<file path="src/rtl/regfile_wb_arbiter_pkg.sv">
// Shared widths, register-0 index and last_grant encodings for the writeback arbiter.
package regfile_wb_arbiter_pkg;

  localparam int DATA_W_DEF = 32;
  localparam int ADDR_W_DEF = 5;
  localparam int ZERO_REG   = 0;

  localparam logic GRANT_ALU = 1'b0;
  localparam logic GRANT_MEM = 1'b1;

endpackage

</file>
<file path="src/rtl/regfile_wb_arbiter_if.sv">
// ALU and load writeback requests plus the register-file write port, grouped into one bundle.
interface regfile_wb_arbiter_if
  import regfile_wb_arbiter_pkg::*;
#(
  parameter int DATA_W = DATA_W_DEF,
  parameter int ADDR_W = ADDR_W_DEF
);

  logic              alu_valid;
  logic              alu_ready;
  logic [ADDR_W-1:0] alu_reg;
  logic [DATA_W-1:0] alu_data;

  logic              mem_valid;
  logic              mem_ready;
  logic [ADDR_W-1:0] mem_reg;
  logic [DATA_W-1:0] mem_data;

  logic              reg_write;
  logic [ADDR_W-1:0] write_reg;
  logic [DATA_W-1:0] write_data;
  logic              last_grant;

  modport master (
    output alu_valid, alu_reg, alu_data,
    output mem_valid, mem_reg, mem_data,
    input  alu_ready, mem_ready,
    input  reg_write, write_reg, write_data, last_grant
  );

  modport slave (
    input  alu_valid, alu_reg, alu_data,
    input  mem_valid, mem_reg, mem_data,
    output alu_ready, mem_ready,
    output reg_write, write_reg, write_data, last_grant
  );

endinterface

</file>
<file path="src/rtl/regfile_wb_arbiter_rr_arbiter2.sv">
// Two-way round-robin grant: purely combinational, one-hot o_grant ([0]=ALU, [1]=MEM).
module rr_arbiter2
  import regfile_wb_arbiter_pkg::*;
(
  input  logic       i_alu_valid,
  input  logic       i_mem_valid,
  input  logic       i_last_grant,
  output logic [1:0] o_grant
);

  logic w_alu_pref;

  // On contention the side that did not win last time goes next.
  assign w_alu_pref = (i_last_grant == GRANT_MEM);

  assign o_grant[0] = i_alu_valid && (!i_mem_valid || w_alu_pref);
  assign o_grant[1] = i_mem_valid && (!i_alu_valid || !w_alu_pref);

endmodule

</file>
<file path="src/rtl/regfile_wb_arbiter.sv">
// Merges ALU and load writebacks onto one register-file write port; grant is same-cycle,
// write appears one cycle after transfer, and the losing requester holds for at most one cycle.
module regfile_wb_arbiter
  import regfile_wb_arbiter_pkg::*;
#(
  parameter int DATA_W = DATA_W_DEF,
  parameter int ADDR_W = ADDR_W_DEF
)(
  input  logic              clk,
  input  logic              rst_n,
  regfile_wb_arbiter_if.slave wb
);

  logic [1:0]        w_grant;
  logic              w_alu_rdy;
  logic              w_mem_rdy;
  logic              w_xfer;
  logic [ADDR_W-1:0] w_sel_reg;
  logic [DATA_W-1:0] w_sel_data;
  logic              w_do_write;

  logic              r_reg_write;
  logic [ADDR_W-1:0] r_write_reg;
  logic [DATA_W-1:0] r_write_data;
  logic              r_last_grant;

  rr_arbiter2 u_arb (
    .i_alu_valid  (wb.alu_valid),
    .i_mem_valid  (wb.mem_valid),
    .i_last_grant (r_last_grant),
    .o_grant      (w_grant)
  );

  // Readies are suppressed during reset so nothing is accepted that would be lost.
  assign w_alu_rdy  = rst_n && w_grant[0];
  assign w_mem_rdy  = rst_n && w_grant[1];
  assign w_xfer     = w_alu_rdy || w_mem_rdy;

  assign w_sel_reg  = w_mem_rdy ? wb.mem_reg  : wb.alu_reg;
  assign w_sel_data = w_mem_rdy ? wb.mem_data : wb.alu_data;
  assign w_do_write = w_xfer && (w_sel_reg != ADDR_W'(ZERO_REG));

  always_ff @(posedge clk) begin
    if (!rst_n) begin
      r_reg_write  <= 1'b0;
      r_write_reg  <= '0;
      r_write_data <= '0;
      r_last_grant <= GRANT_MEM;
    end else begin
      r_reg_write <= w_do_write;
      // Index/data only move on a real write so they hold across idle and reg-0 cycles.
      if (w_do_write) begin
        r_write_reg  <= w_sel_reg;
        r_write_data <= w_sel_data;
      end
      if (w_xfer) begin
        r_last_grant <= w_mem_rdy ? GRANT_MEM : GRANT_ALU;
      end
    end
  end

  assign wb.alu_ready  = w_alu_rdy;
  assign wb.mem_ready  = w_mem_rdy;
  assign wb.reg_write  = r_reg_write;
  assign wb.write_reg  = r_write_reg;
  assign wb.write_data = r_write_data;
  assign wb.last_grant = r_last_grant;

endmodule

</file>
<file path="src/flat_wrapper.sv">
// flat-port wrapper written by rule: the top's interface ports become plain ports
module regfile_wb_arbiter_flat import regfile_wb_arbiter_pkg::*;
#(
  parameter int DATA_W = DATA_W_DEF,
  parameter int ADDR_W = ADDR_W_DEF
)
  (clk, rst_n, wb_alu_valid, wb_alu_reg, wb_alu_data, wb_mem_valid, wb_mem_reg, wb_mem_data, wb_alu_ready, wb_mem_ready, wb_reg_write, wb_write_reg, wb_write_data, wb_last_grant);
  regfile_wb_arbiter_if #(.DATA_W(DATA_W), .ADDR_W(ADDR_W)) wb_i ();
  input  logic clk;
  input  logic rst_n;
  input wire logic [$bits(wb_i.alu_valid)-1:0] wb_alu_valid;
  input wire logic [$bits(wb_i.alu_reg)-1:0] wb_alu_reg;
  input wire logic [$bits(wb_i.alu_data)-1:0] wb_alu_data;
  input wire logic [$bits(wb_i.mem_valid)-1:0] wb_mem_valid;
  input wire logic [$bits(wb_i.mem_reg)-1:0] wb_mem_reg;
  input wire logic [$bits(wb_i.mem_data)-1:0] wb_mem_data;
  output wire logic [$bits(wb_i.alu_ready)-1:0] wb_alu_ready;
  output wire logic [$bits(wb_i.mem_ready)-1:0] wb_mem_ready;
  output wire logic [$bits(wb_i.reg_write)-1:0] wb_reg_write;
  output wire logic [$bits(wb_i.write_reg)-1:0] wb_write_reg;
  output wire logic [$bits(wb_i.write_data)-1:0] wb_write_data;
  output wire logic [$bits(wb_i.last_grant)-1:0] wb_last_grant;
  assign wb_i.alu_valid = wb_alu_valid;
  assign wb_i.alu_reg = wb_alu_reg;
  assign wb_i.alu_data = wb_alu_data;
  assign wb_i.mem_valid = wb_mem_valid;
  assign wb_i.mem_reg = wb_mem_reg;
  assign wb_i.mem_data = wb_mem_data;
  assign wb_alu_ready = wb_i.alu_ready;
  assign wb_mem_ready = wb_i.mem_ready;
  assign wb_reg_write = wb_i.reg_write;
  assign wb_write_reg = wb_i.write_reg;
  assign wb_write_data = wb_i.write_data;
  assign wb_last_grant = wb_i.last_grant;
  regfile_wb_arbiter #(.DATA_W(DATA_W), .ADDR_W(ADDR_W)) u_core (.clk(clk), .rst_n(rst_n), .wb(wb_i));
endmodule
</file>
<file path="config.mk">
export PLATFORM = sky130hd
export DESIGN_NAME = regfile_wb_arbiter_flat
export DESIGN_NICKNAME = d
export VERILOG_FILES = /design/src/rtl/regfile_wb_arbiter_pkg.sv /design/src/rtl/regfile_wb_arbiter_if.sv /design/src/rtl/regfile_wb_arbiter_rr_arbiter2.sv /design/src/rtl/regfile_wb_arbiter.sv /design/src/flat_wrapper.sv
export SDC_FILE = /design/constraint.sdc
export NUM_CORES = 1
export LEC_CHECK = 0
export ABC_CLOCK_PERIOD_IN_PS = 3400
export CAP_MARGIN = 30
export CORE_UTILIZATION = 39
export CTS_CLUSTER_DIAMETER = 150
export DETAILED_ROUTE_END_ITERATION = 12
export PLACE_DENSITY = 0.83
export SYNTH_ARGS = -nofsm -noshare
export SYNTH_HDL_FRONTEND = slang
export SYNTH_HIERARCHICAL = 1
export SYNTH_SLANG_ARGS = --single-unit
</file>
<file path="constraint.sdc">
create_clock -name clk -period 3.4 [get_ports clk]
set_clock_uncertainty 0.05 [all_clocks]
set_input_delay 0.34 -clock clk [delete_from_list [all_inputs] [get_ports clk]]
set_output_delay 0.34 -clock clk [all_outputs]
set_load 0.02 [all_outputs]
</file>
======== After elaboration in Yosys (flattened, before gate mapping) ========
Index checks and enable logic that the tools add are counted.
word-level totals
  memory bits (writable) .................. 0
  flip-flop bits (word level) ............. 39
  bits of input ports ..................... 78
  latch bits .............................. 0
  output and inout bits ................... 41
  logic and storage cells ................. 19
  memories ................................ 0
  ROM bits ................................ 0
operators by class
  equality and inequality tests ........... 0
  reduce and logical (&&, ||, !) cells .... 12
  shift operators ......................... 0
  magnitude comparators ................... 0
  divide/modulo/power cells ............... 0
  muxes and demuxes ....................... 3
  $add $sub $neg .......................... 0
  bitwise operators ....................... 0
  multiply operators ...................... 0
operators by type and width
  cell                number
  2-to-1 mux 32 bit   1
  logical AND 1 bit   5
  2-to-1 mux 5 bit    1
  nonzero test 5 bit  1
  zero test 1 bit     3
  logical OR 1 bit    3
  2-to-1 mux 1 bit    1

======== Logic depth before layout (Yosys ltp) ========
  depth in word-level cells ............... 7
  depth in mapped cells ................... 9
  gate-level depth less buffers ........... 6

======== Hierarchy ========
Netlist, hierarchy kept.
modules (own cells, without submodules)
  module              cells an instance  times used  sequential area each (um2)  area an instance (um2)
  regfile_wb_arbiter  173                1           780.7                       1783.0
  rr_arbiter2         3                  1           0.0                         18.8

======== Least setup slack after synthesis ========
No wires, ideal clock.
  path kind ............................... register to register
  from .................................... register u_core.r_last_grant, in the netlist u_core/wb.last_grant
  to ...................................... register u_core.r_write_data[11], in the netlist u_core/wb.write_data[11]
  library setup time ...................... 0.072 ns
  slack ................................... 1.493 ns
  data required time ...................... 3.278 ns
  period minus slack after synthesis ...... 1.907 ns
  buffers on the path ..................... 4
  cell stages (with the launch flop) ...... 10
  arrival time ............................ 1.786 ns
  cells stage by stage .................... dfxtp_1 > a21boi_0 > buf_2 > and2_0 > buf_2 > o21ai_1 > o21ai_1 > buf_6 > buf_6 > mux2i_1
on the way
  word-level cells in the longest chain between the ends .. 7
  elaborated cells on any way between the ends .. 12
  classes of those cells .................. mux: 2; reduce/logical: 10
ends and longest elaborated chain
  item                    RTL line                              source
  start, declared         regfile_wb_arbiter.sv:25              logic r_last_grant;
  start signal, assigned  regfile_wb_arbiter.sv:57              r_last_grant <= w_mem_rdy ? GRANT_MEM : GRANT_ALU;
  zero test 1 bit *       regfile_wb_arbiter_rr_arbiter2.sv:17  assign o_grant[1] = i_mem_valid && (!i_alu_valid || !w_alu_pref);
  logical OR 1 bit *      regfile_wb_arbiter_rr_arbiter2.sv:17
  logical AND 1 bit *     regfile_wb_arbiter_rr_arbiter2.sv:17
  net u_core.w_grant[1]   regfile_wb_arbiter.sv:14              logic [1:0] w_grant;
  logical AND 1 bit *     regfile_wb_arbiter.sv:36              assign w_mem_rdy = rst_n && w_grant[1];
  net wb_mem_ready        flat_wrapper.sv:18                    output wire logic [$bits(wb_i.mem_ready)-1:0] wb_mem_ready;
  2-to-1 mux 5 bit        regfile_wb_arbiter.sv:39              assign w_sel_reg = w_mem_rdy ? wb.mem_reg : wb.alu_reg;
  nonzero test 5 bit      regfile_wb_arbiter.sv:41              assign w_do_write = w_xfer && (w_sel_reg != ADDR_W'(ZERO_REG));
  logical AND 1 bit       regfile_wb_arbiter.sv:41
  end signal, assigned    regfile_wb_arbiter.sv:54              r_write_data <= w_sel_data;
  end, declared           regfile_wb_arbiter.sv:24              logic [DATA_W-1:0] r_write_data;
Mark *: on every way through the listed nets, which the timed path passes. The rest lies on a longest branch.
A chain may end at the register's enable or synchronous reset.

======== Worst setup path in the final report ========
  from .................................... input port wb_alu_valid
  to ...................................... register u_core.r_write_data[1], in the netlist u_core/wb.write_data[1]
on the way
  elaborated cells on any way between the ends .. 11
  classes of those cells .................. mux: 2; reduce/logical: 9
RTL lines
  item                   RTL line                              source
  start, declared        flat_wrapper.sv:11                    input wire logic [$bits(wb_i.alu_valid)-1:0] wb_alu_valid;
  logical AND 1 bit      regfile_wb_arbiter_rr_arbiter2.sv:16  assign o_grant[0] = i_alu_valid && (!i_mem_valid || w_alu_pref);
  net u_core.w_grant[0]  regfile_wb_arbiter.sv:14
  logical AND 1 bit      regfile_wb_arbiter.sv:35              assign w_alu_rdy = rst_n && w_grant[0];
  logical OR 1 bit       regfile_wb_arbiter.sv:37              assign w_xfer = w_alu_rdy || w_mem_rdy;
  logical AND 1 bit      regfile_wb_arbiter.sv:41
The timed path passes the listed nets, and every way through them passes these cells.

==> metrics list <==
- After synthesis, the largest family of logic cells by area is multiplexers.
* Num CTS Buffers: 5
- Of the available clock period, the critical path in the final layout requires about 72%.
- The number of global-route vias before repair was about 1600.
- The worst pin sits at a relative slew slack of between 50% and 60%.
- The number of max-slew violations in the final report came to 0.
- Grt ovf: 0
- Boundary pin count: about 120
- Dividing the synthesized area by the synthesized cell count gives ~10 sq um.
- Die Outline Area: 4900 sq um
- After detailed routing, the total wire length is 4570 um.
* Post-synthesis xor/xnor area fraction: 0%
* Number of vias after detailed routing: 1639
- After detailed routing, the average wire length per cell comes to 13.3 um.
* Width of the chip: 70.0 um
- Post-Synthesis Net Count: roughly 250
- NetSw: ~0.36 mW
- The design draws approximately 1.3 mW.
- 1st-iter DRT viols: 68
- The register with the most flip-flops in the layout has 32 of them.
* Global-route usage over all layers: between 10% and 20%
- Routability cong.: ~0.78
* CP top delay family: buffers and inverters
- The number of different library cells used by synthesis comes to 18.
- VDD sags by at most roughly 240 uV.
- Fraction of power spent switching nets: around 29%
* Setup TNS: 0 ns
- The largest individual stage delay along the critical path comes from the cell sky130_fd_sc_hd__o21ai_4.
- The path class of the tightest hold or removal check is flop to flop.
- For the pin with the worst max-slew slack, the measured transition is 0.730 ns.
- Setup repair after global routing missed its margin: no
* Number of antenna violations at the first check in global routing: 0
- Clock tree synthesis found a total of 39 sinks.
- Fraction of final layout cells with drive strength greater than 1: under 10%
- Hold repair after CTS inserted 0 buffers.
- Area added between synthesis and finish: 72.0%
* Relative contribution of sequential cells to total power: between 40% and 50%
- Along the worst path, the maximum fanout reaches 20.
* Number of flip-flops and latches in the synthesized netlist: 39
- The cell sitting at the root of the clock tree is a sky130_fd_sc_hd__clkbuf_8.
- The clock tree synthesis step divided the H-tree into 2 levels.
* Adder-cell area share of the yosys netlist: 0%
- Pwr dens: about 410 nW/um^2
- After the last flow step, the layout net total stands at 369.
- Across all hold checks on the routed design, the worst slack comes to between 0.4 and 0.5 ns.
* Required time of the critical path: about 3.6 ns
* Setup slack after layout: between 0.9 and 1 ns
* Pin count of the biggest net entering global routing: 39
* Final critical path time including I/O delays and setup: between 2 and 2.5 ns
* Part of the power in combinational logic: 33.8%
- CTS tree: done
- Counting both buffers and inverters, the worst setup path holds a total of 2.
- The internal power of the cells totals 0.901 mW.
- After filler insertion, the fill cell instance count of the layout stands at between 300 and 400.
- In this run the vertical extent of the chip is 70.0 um.
- Final antenna-violating net count: 0
- The first global-routing pass estimated about 7400 um of wire.
- After Yosys synthesis, and, or, nand and nor cells account for about a tenth of the synthesized area.
* Sequential fraction of the synthesis area: 43.3%
- The worst setup path is captured at a flop.
* DRC violation count after routing: 0
- Max-capacitance violation count: 0
- Finish-stage setup viols: 0
* Clk slew on worst S/H paths: about 0.07 ns
- In this run the deepest clock path goes through 2 buffers.
* Max Clk Rate: between 400 and 500 MHz
- Source-to-sink clock delay at the later pin of the worst-skew pair: 0.28 ns
* Warnings from Yosys: 6
* Delay of the slowest cell on the worst path: 0.59 ns
* Synthesized-area fraction occupied by ao, oa, aoi and oai cells: 3.06%
* Final HPWL from detailed placement: 3480 um
* Core footprint: approximately 4400 sq um
- Before CTS, the worst setup slack after placement is 0.650 ns.
* Mapped Cells: between 150 and 200
- The initial utilization of the core area, before any placement, comes to between 40 and 50%.
- The worst setup path is launched from an input port.
- The synthesized netlist occupies a cell area of roughly 1800 sq um.
- STA puts the critical path data arrival time at roughly 2.6 ns.
- The repair_antennas step left the layout with diodes totalling 0.
* Mean number of vias per cell: 4.76
- After clock tree synthesis, the setup repair step added 0 buffers.
- Detailed-routing iteration count for the pre-antenna-repair pass: 4
- Buffers placed on the I/O ports in this run total between 100 and 150.
- Walking the worst path, the cells encountered are clkdlybuf4s50_1 -> a21boi_1 -> and2_1 -> o21ai_1 -> o21ai_4 -> buf_4 -> mux2i_1.
- The setup path with the least slack is of type input port to flop.
- Fin. Hold Viols: 0
* Clk pwr share: a little under a quarter
- Post-CTS repair changed the size of 0 cells.
- The portion of synthesized area spent on multiplexers is between 30% and 40%.
* Number of standard-cell rows in the floorplan: 24
* Status: finished, final reports clean
- Summed over all cells, the static leakage comes to ~1.2 nW.
[metrics by stage]
step / utilization (%) / cell area [sq um] / cells
finish: 70.7 / 3100 / 344
global route: 70.7 / 3100 / 344
CTS: 70.7 / 3100 / 344
detailed placement: 68.8 / 3020 / 336
global placement: 68.8 / 3020 / 336
floorplan: - / 1800 / 176
[worst paths after layout]
path | start | end | slack (ns) | cells past startpoint
setup / recovery | wb_alu_valid | u_core/wb.write_data[1] | 0.95 | 7
hold / removal | u_core/wb.write_data[9] | u_core/wb.write_data[9] | 0.41 | 2
setup reg to reg | u_core/wb.last_grant | u_core/wb.write_data[1] | 1.05 | 7
hold reg to reg | u_core/wb.write_data[9] | u_core/wb.write_data[9] | 0.41 | 2
[placed cells by master (no fill, tap or decap)]
| cell type | Yosys | routed |
|---|---|---|
| sky130_fd_sc_hd__mux2i_1 | 70 | 70 |
| sky130_fd_sc_hd__clkinv_2 | 0 | 1 |
| sky130_fd_sc_hd__o21ai_1 | 5 | 4 |
| sky130_fd_sc_hd__nand2b_1 | 1 | 1 |
| sky130_fd_sc_hd__and2_1 | 1 | 1 |
| sky130_fd_sc_hd__clkdlybuf4s50_1 | 0 | 118 |
| sky130_fd_sc_hd__o21ai_4 | 0 | 1 |
| sky130_fd_sc_hd__clkbuf_8 | 0 | 5 |
| sky130_fd_sc_hd__nand2_1 | 37 | 37 |
| sky130_fd_sc_hd__and2_0 | 1 | 1 |
| sky130_fd_sc_hd__a22oi_1 | 2 | 2 |
| sky130_fd_sc_hd__buf_4 | 0 | 3 |
| sky130_fd_sc_hd__nor2b_1 | 1 | 1 |
| sky130_fd_sc_hd__a21boi_4 | 0 | 1 |
| sky130_fd_sc_hd__nand3b_1 | 1 | 1 |
| sky130_fd_sc_hd__a21boi_1 | 1 | 1 |
| sky130_fd_sc_hd__or4_1 | 2 | 2 |
| sky130_fd_sc_hd__clkbuf_1 | 5 | 2 |
| sky130_fd_sc_hd__dfxtp_1 | 39 | 39 |
| sky130_fd_sc_hd__inv_1 | 1 | 1 |
[power by group through the flow]
stage               Clock (mW)  Combinational, mW  Sequential [mW]
detailed placement           0              0.432            0.554
finish                   0.292              0.428            0.544
global route             0.325              0.455            0.552
global placement             0              0.426            0.552
floorplan                    0              0.132            0.624
CTS                      0.303              0.433            0.545
[layer usage]
| metal | wire, um | global-route usage, % | part of all wire (%) |
|---|---|---|---|
| met5 | 0 | 0 | 0 |
| met4 | 67 | 7.78 | 1.5 |
| met3 | 432 | 7.79 | 9.4 |
| met2 | 2250 | 33.8 | 49 |
| met1 | 1820 | 20.3 | 40 |
[worst min-delay path: cells and delay by family, from the launching register on]
kind          cells  cell delay (ns)
flops             1             0.31
mux               1             0.05
simple gates      1             0.05
[final cells by class]
class                   instances  area (sq um)  area share, %
clock buffers                   7          76.3           2.46
clock inverters                 1          5.00          0.161
repair buffers                121          1200           38.8
flip-flops and latches         39           781           25.2
well taps                      52          65.1           2.10
inverters                       1          3.75          0.121
multi-input cells             123           965           31.1
[synth_stat cells (all sizes together)]
cell / number / area share (%)
dfxtp: 39 / 43
or4: 2 / 0.83
nor2b: 1 / 0.35
a22oi: 2 / 0.83
clkbuf: 5 / 1.0
o21ai: 5 / 1.4
and2: 2 / 0.69
nand3b: 1 / 0.42
a21boi: 2 / 0.83
nand2b: 1 / 0.35
mux2i: 70 / 39
inv: 1 / 0.21
buf: 8 / 3.1
nand2: 37 / 7.7
[logic make-up (layout without fill, tap and decap cells)]
group                  count (synthesis)  after routing
buffers and inverters                 14            130
AND/OR/NAND/NOR                       44             44
flip-flops                            39             39
AO/OA/AOI/OAI                          9              9
multiplexers                          70             70
No activity file was read; power rests on OpenSTA's default activity.
==> patch, RTL diff (config.mk and constraints unchanged) <==
Change the package constant `DATA_W_DEF` from 32 to 16.
--- a/src/rtl/regfile_wb_arbiter_pkg.sv
+++ b/src/rtl/regfile_wb_arbiter_pkg.sv
@@ -3,3 +3,3 @@
 
-  localparam int DATA_W_DEF = 32;
+  localparam int DATA_W_DEF = 16;
   localparam int ADDR_W_DEF = 5;
Ports: changed (resized wb_alu_data, wb_mem_data and wb_write_data); port bits go from 119 to 71. The function was not compared with the original's and may differ.
==> patch against the original RTL <==
Non-clock buffer count decreased by 48; worst setup slack worse by 0.027 ns; die area is 39% lower; power down 45%; count of clock-buffer cells in the layout shrank 3; maximum frequency fell by 1.1%; sequential share of layout area about the same; cell count fell by 40%; sequential cell count shrank 16; synthesized area down 40%; hold slack better by 0.0080 ns; final area down 41%; routed wire length down 37%.
==> patch: results (changes against the original RTL) <==
Outcome
  • Status: completed

Yosys
  • Ranking of synthesized cells by area: dfxtp_1, mux2i_1, nand2_1, o21ai_2, buf_6
  • Syn nets: 152 (-40%)
  • Register area share after synthesis: 42.6% (-0.69 points)
  • Avg Inst Size Synth: 10.2 µm² (-0.49%)
  • Synth top cells by count: mux2i_1, dfxtp_1, nand2_1, clkbuf_1, o21ai_2
  • Netlist cell types: 17 (-1)

CTS
  • H-tree levels: 1 (-1)
  • TritonCTS buffer count: 3 (-2)
  • Clock Latency Late Sink: 0.30 ns (+0.02 ns)
  • Root Buffer: clkbuf_4
  • Worst-path clk slew: 0.12 ns (+0.05 ns)

Global routing
  • M2 GR Usage: 33.9% (+0.18 points)
  • Vias in the first global route: 957 (-42%)
  • All-Layer GR Usage: 19.9% (+0.74 points)
  • First-pass GRT wire length: 4130 µm (-44%)
  • Met3 GRT Util: 4.17% (-3.6 points)
  • Met1 global-route usage: 23.2% (+2.9 points)
  • Largest net degree at the start of global routing: 21 (-46%)

Power
  • Net Sw Power: 0.000206 W (-43%)
  • Peak supply drop: 0.292 mV (+23%)

Critical path
  • Worst Setup SP: rst_n
  • Worst R2R End: u_core/wb.write_data[4]$_SDFFE_PN0P_
  • Crit path capture: wb_mem_ready
  • FF-to-FF setup slack: 1.27 ns (+0.22 ns)
  • Max Fanout on Critical Path: 14 (-30%)

Timing
  • Hold Slack: 0.415 ns (+0.00798 ns)
  • Slew Limit Headroom: 54.5% (+3.3 points)

Route
  • DRT Pass-1 Iters: 3 (-1)
  • 1st-iter DRT viols: 8 (-88%)
  • Total routed wirelength: 2870 µm (-37%)
  • Met2 Wirelength: 1410 µm (-37%)
  • Via Count: 1001 (-39%)
  • Met3 Wirelength: 152 µm (-65%)
  • Met1 WL: 1270 µm (-30%)

Layout
  • Share of post-route cells with drive strength above 1: 5.68% (+1.9 points)
  • Final Net Count: 223 (-40%)
  • Final Instance Area: 0.00183 mm² (-41%)

Hold path
  • Hold Path Sink: u_core/wb.write_reg[1]$_SDFFE_PN0P_

Place
  • GP Congestion: 0.732 (-6.7%)
  • I/O Buffers: 70 (-41%)
  • Cells after DPL: 202 (-40%)
-- patch: worst max-delay path, cell delays in order --
cell             delay, ns
clkdlybuf4s50_1       0.77
and2_1                0.33
clkdlybuf4s50_1       0.65
-- patch: layout make-up --
| class | instances | area share, % |
|---|---|---|
| Multi-Input combinational cell | 75 | 31.6 |
| Inverter | 1 | 0.205 |
| Clock buffer | 4 | 1.44 |
| Timing Repair Buffer | 73 | 39.6 |
| Tap cell | 30 | 2.05 |
| Sequential cell | 23 | 25.2 |
-- patch: power by group through the flow --
stage	combinational [W]	clock, W	sequential [W]
2_1_floorplan	0.0000784	0	0.000367
3_3_place_gp	0.000250	0	0.000326
3_5_place_dp	0.000254	0	0.000328
4_1_cts	0.000255	0.000129	0.000323
5_1_grt	0.000267	0.000139	0.000327
6_report	0.000253	0.000123	0.000322
-- patch: kinds of logic after synthesis --
kind of cell | synth area share [%]
AO/OA/AOI/OAI | 6.14
AND/OR/NAND/NOR | 11.7
multiplexers | 35.2
flip-flops | 42.6
buffers and inverters | 4.29
